--- config.mk ---
export PLATFORM = sky130hd
export DESIGN_NAME = residual_add_pack
export DESIGN_NICKNAME = d
export VERILOG_FILES = /design/src/rtl/residual_add_pack.sv
export SDC_FILE = /design/constraint.sdc
export NUM_CORES = 2
export LEC_CHECK = 0
export CAP_MARGIN = 20
export CORE_AREA = 2 2 411 413
export DETAILED_ROUTE_END_ITERATION = 12
export DIE_AREA = 0 0 413 415
export GPL_TIMING_DRIVEN = 0
export PLACE_DENSITY = 0.41
export SLEW_MARGIN = 25
export SYNTH_ARGS = -nofsm -noshare
export SYNTH_HDL_FRONTEND = slang
export SYNTH_SLANG_ARGS = --single-unit
--- constraint.sdc ---
create_clock -name clk -period 3.5 [get_ports clk]
set_input_delay 0.35 -clock clk [delete_from_list [all_inputs] [get_ports clk]]
set_output_delay 0.35 -clock clk [all_outputs]
set_load 0.01 [all_outputs]
--- src/rtl/residual_add_pack.sv ---
// Residual add (a + b, signed) packed into a SEQ_LEN x EMB_DIM frame for layer norm.
// Define RESADD_SAT_EN to clamp overflowing sums; otherwise they wrap.
module residual_add_pack #(
    parameter int DATA_WIDTH = 16,
    parameter int SEQ_LEN    = 8,
    parameter int EMB_DIM    = 8
) (
    input  logic                                      clk,
    input  logic                                      rst_n,
    input  logic                                      in_valid,
    output logic                                      in_ready,
    input  logic [DATA_WIDTH-1:0]                     in_a,
    input  logic [DATA_WIDTH-1:0]                     in_b,
    input  logic                                      in_last,
    output logic [DATA_WIDTH*SEQ_LEN*EMB_DIM-1:0]     x_out,
    output logic                                      ln_start,
    input  logic                                      ln_done,
    output logic                                      frame_err,
    output logic [$clog2(SEQ_LEN*EMB_DIM):0]          ovf_cnt
);

    localparam int N     = SEQ_LEN * EMB_DIM;
    localparam int IDX_W = $clog2(N);
    localparam int CNT_W = $clog2(N) + 1;

    localparam logic [IDX_W-1:0]      LAST_IDX = IDX_W'(N - 1);
    localparam logic [CNT_W-1:0]      OVF_MAX  = CNT_W'(N);
    localparam logic [DATA_WIDTH-1:0] MAX_VAL  = {1'b0, {(DATA_WIDTH-1){1'b1}}};
    localparam logic [DATA_WIDTH-1:0] MIN_VAL  = {1'b1, {(DATA_WIDTH-1){1'b0}}};

    typedef enum logic [1:0] {
        S_FILL,
        S_LAUNCH,
        S_WAIT
    } state_t;

    state_t                        state;
    logic [IDX_W-1:0]              idx;
    logic [DATA_WIDTH*N-1:0]       frame_buf;
    logic [DATA_WIDTH:0]           sum_ext;
    logic                          overflow;
    logic [DATA_WIDTH-1:0]         store_val;
    logic                          accept;
    logic                          is_last;

    // Overflow shows up as disagreement between the two top bits of the widened sum.
    always_comb begin
        sum_ext   = {in_a[DATA_WIDTH-1], in_a} + {in_b[DATA_WIDTH-1], in_b};
        overflow  = sum_ext[DATA_WIDTH] ^ sum_ext[DATA_WIDTH-1];
`ifdef RESADD_SAT_EN
        store_val = overflow ? (sum_ext[DATA_WIDTH] ? MIN_VAL : MAX_VAL)
                             : sum_ext[DATA_WIDTH-1:0];
`else
        store_val = sum_ext[DATA_WIDTH-1:0];
`endif
    end

    assign in_ready = (state == S_FILL);
    assign accept   = in_valid && in_ready;
    assign is_last  = (idx == LAST_IDX);
    assign x_out    = frame_buf;

    always_ff @(posedge clk or negedge rst_n) begin
        if (!rst_n) begin
            state     <= S_FILL;
            idx       <= '0;
            frame_buf <= '0;
            ln_start  <= 1'b0;
            frame_err <= 1'b0;
            ovf_cnt   <= '0;
        end else begin
            ln_start  <= 1'b0;
            frame_err <= 1'b0;
            case (state)
                S_FILL: begin
                    if (accept) begin
                        frame_buf[int'(idx)*DATA_WIDTH +: DATA_WIDTH] <= store_val;
                        // in_last only flags a framing error; frame length stays fixed at N.
                        frame_err <= (in_last != is_last);
                        if (overflow && (ovf_cnt != OVF_MAX)) begin
                            ovf_cnt <= ovf_cnt + 1'b1;
                        end
                        if (is_last) begin
                            idx      <= '0;
                            state    <= S_LAUNCH;
                            ln_start <= 1'b1;
                        end else begin
                            idx <= idx + 1'b1;
                        end
                    end
                end
                S_LAUNCH: begin
                    state <= S_WAIT;
                end
                S_WAIT: begin
                    if (ln_done) begin
                        state   <= S_FILL;
                        ovf_cnt <= '0;
                    end
                end
                default: begin
                    state <= S_FILL;
                end
            endcase
        end
    end

endmodule

==> flow_metrics.env <==
export IMPL_run_status="complete, no violations"
export IMPL_clk_latency_ns=0.78
export IMPL_start_util_pct=23.6
export IMPL_die_h_um=415
export IMPL_die_area_um2=171000
export IMPL_grt_pass1_wl_um=325000
export IMPL_dp_slack_ns=-1.36
export IMPL_combPwrFrac_pct=33.9
export IMPL_root_buffer="clkbuf_16"
export IMPL_p_per_area_nw_per_um2=739
export IMPL_hold_slack_ns=0.0963
export IMPL_worst_pin_slew_ns=0.915
export IMPL_crit_type="in2reg"
export IMPL_cts_tree="done"
export IMPL_slew_viol_final=0
export IMPL_first_global_vias=35570
export IMPL_num_vias=35693
export IMPL_regArea_um2=26100
export IMPL_critPathLaunchType="input pin"
export IMPL_grt_max_degree=126
export IMPL_cp_required_ns=4.10
export IMPL_hp_class="in2async"
export IMPL_routedWlPerCell_um=32.4
export IMPL_fin_setup_tns_ns=0
export IMPL_h_tree_depth=4
export IMPL_power_switching_w=0.0166
export IMPL_cts_buffers=131
export IMPL_end_kind="flip-flop"
export IMPL_setup_slack_ns=0.0703
export IMPL_power_leakage_nw=25.2
export IMPL_clock_fmax_mhz=292
export IMPL_seqPwrFrac_pct=34.1
export IMPL_slew_headroom_pct=39.0
export IMPL_finClkSkew_ns=0.0443
export IMPL_avgSynthCellArea_um2=10.2
export IMPL_clkTransAtPathRegs_ns=0.05
export IMPL_clk_path_buf_depth=3
export IMPL_drtPass1Iterations=6
export IMPL_fin_crit_sh_pct=98.0
export IMPL_crit_top_cell="o31ai_1"
export IMPL_final_antenna_net_count=0
export IMPL_viasPerCell=4.76
export IMPL_yosysSeqAreaShare_pct=66.3
export IMPL_post_route_util_pct=36.0
export IMPL_critPathArrivalTime_ns=4.03
export IMPL_ys_ff_latch=1041
export IMPL_syn_nets=3927
export IMPL_nNetsFinal=5236
export IMPL_ys_types=54
export IMPL_cp_slowest_cell="buf_2"
export IMPL_drt_iter0_drc=2740
export IMPL_core_rowCount=150
export IMPL_port_buffers=1070
export IMPL_swShare_pct=37.4
export IMPL_gp_congestion=0.830
export IMPL_synthToLayoutAreaGrowth_pct=52.8
export IMPL_path_cells="clkdlybuf4s50_1 > ha_1 > buf_6 > o211ai_1 > o21ai_2 > o31ai_1 > a31o_2 > nand2_1 > xnor2_4 > buf_2 > o31ai_1"
export IMPL_drive_gt1_share_pct=9.96
export IMPL_grt_overflow=0
export IMPL_die_w_um=413
export IMPL_p_clk_share_pct=32.0
export IMPL_fill_cells=17136
export IMPL_rsz0062_at_grt="yes"
export IMPL_pin_count=1071
export IMPL_crit_fanout=10
export IMPL_grt_total_usage_pct=27.9
export IMPL_syn_inst=3868
export IMPL_drt_wl_total_um=243000
export IMPL_antenna_found_initial=29
export IMPL_setup_violations=0
export IMPL_internal_power_w=0.0278
export IMPL_drv_cap=0
export IMPL_route_detailed_drc=0
export IMPL_cts_sinks=1041
export IMPL_critPathMaxStageDelay_ns=0.65
export IMPL_multi_input_area_um2=12700
export IMPL_yosys_warnings=0
export IMPL_final_hold_viol_count=0
export IMPL_synthesis_area_um2=39300
export IMPL_max_vdd_ir_drop_mv=0.472
export IMPL_coreArea_um2=167000
export IMPL_fin_crit_ns=3.43
export IMPL_dpl_hpwl_um=190000
[synth_stat cells (all sizes together)]
cell type	n	area, µm²
dfrtp	1041	26000
o21bai	3	22.5
xnor2	18	195
nor3b	1	12.5
o211a	1	10.0
mux2	3	33.8
nor2b	3	18.8
nand4	8	50.1
inv	9	33.8
nand3	59	295
fa	1	20.0
nand2b	3	18.8
a21boi	1	7.51
buf	26	136
or2	4	25.0
nand2	1239	4650
nor3	16	95.1
a21o	8	60.1
a21oi	20	108
nor4b	1	8.76
nor2	35	136
o31ai	159	1210
a22oi	1	7.51
and4	2	17.5
and3	4	25.0
o21ai	876	4400
o211ai	3	22.5
nor4	4	37.5
a41oi	1	8.76
o41ai	7	68.8
ha	21	263
clkbuf	254	955
a31o	1	8.76
o21a	3	22.5
or3	7	43.8
and2	5	31.3
o311ai	1	8.76
xor2	15	146
a211oi	4	35.0
[layer usage]
layer / up-vias / part of all wire [%] / global-route usage, %
met1: 18402 / 40 / 34.7
met3: 275 / 7.5 / 7.31
met2: 1304 / 49 / 46.6
met5: - / 0 / 0
met4: 0 / 3.4 / 9.21
li1: 15712 / - / -
[worst max-delay path: cells and delay by family]
kind                       cells  cell delay (ns)
and+or+nand+nor                1             0.21
buffers and inverters          3             1.33
adders and majority gates      1             0.35
AOI/OAI and AO/OA              5             1.28
xor gates and xnor gates       1             0.46
[path summary, 6_finish.rpt]
| path | slack [ns] | depth (start not counted) | start | end |
|---|---|---|---|---|
| max | 0.07 | 11 | in_a[2] | x_out[751] |
| min | 0.1 | 2 | rst_n | x_out[813] |
| max reg2reg | 0.11 | 10 | idx[4] | x_out[908] |
| min reg2reg | 0.47 | 2 | x_out[551] | x_out[551] |
| max in group asynchronous | 1.09 | 5 | rst_n | x_out[49] |
| min in group clk | 0.25 | 3 | in_last | frame_err |
[stage by stage]
stage | power [W] | instances | area [µm²]
detailed placement | 0.0298 | 7208 | 54600
global route | 0.0461 | 7487 | 60000
global placement | 0.0288 | 7142 | 52800
finish | 0.0444 | 7504 | 60000
floorplan | 0.0193 | 3868 | 39300
CTS | 0.0447 | 7469 | 59700
[layout make-up]
cell class / instances / share of cell area (%)
antenna: 21 / 0.0875
buffer: 279 / 2.09
clock buffer: 191 / 6.46
clock inverter: 44 / 1.02
inverter: 9 / 0.0563
multi-input combinational: 2538 / 21.2
sequential: 1041 / 43.4
tap: 2204 / 4.59
timing repair buffer: 1177 / 21.1
[sequential cells by signal (all words and copies together), names as in the netlist]
register	flops
frame_err	1
idx	6
ln_start	1
ovf_cnt	7
state	2
x_out	1024
[power by group through the flow]
| stage | registers [W] | logic [W] | clock network, W |
|---|---|---|---|
| floorplan | 0.0160 | 0.00336 | 0 |
| global placement | 0.0154 | 0.0134 | 0 |
| detailed placement | 0.0153 | 0.0145 | 0 |
| CTS | 0.0151 | 0.0150 | 0.0145 |
| global route | 0.0153 | 0.0158 | 0.0150 |
| finish | 0.0151 | 0.0150 | 0.0142 |
[kinds of logic (layout without fill, tap and decap cells)]
kind of cell	after synthesis	count (layout)	share of synthesized area (%)
and+or+nand+nor	1391	1391	13.9
AOI/OAI and AO/OA	1089	1089	15.3
DFF	1041	1041	66.3
buffers and inverters	289	1700	2.86
xor gates and xnor gates	33	33	0.869
adders and majority gates	22	22	0.720
muxes	3	3	0.0860
other	0	21	0
[what timing repair did]
action,CTS,global route
setup buffers,26,14
hold buffers,1,0
setup endpoints to repair,1000,746
endpoints found under the hold margin,318,0
gates resized for setup,88,101
pin swaps,12,7
[layout by cell type (no fill, tap or decap), types with 11 or more instances in the layout]
cell type	synthesis	final
o31ai_1	158	158
nand2_2	0	11
o21ai_1	14	14
nand3_1	59	55
clkbuf_2	1	61
clkbuf_16	0	133
clkdlybuf4s50_1	0	1069
a21oi_1	18	18
clkinv_2	0	16
nand2_1	1239	1228
nor2_4	0	19
buf_2	19	26
clkbuf_1	253	188
buf_12	0	15
buf_16	0	44
clkbuf_8	0	33
buf_6	1	11
diode_2	0	21
ha_1	21	20
dfrtp_1	1041	1041
buf_4	2	40
o21ai_0	859	859
clkbuf_4	0	17
nor2_1	33	14
Note: power is estimated with default switching activity, not from simulation.
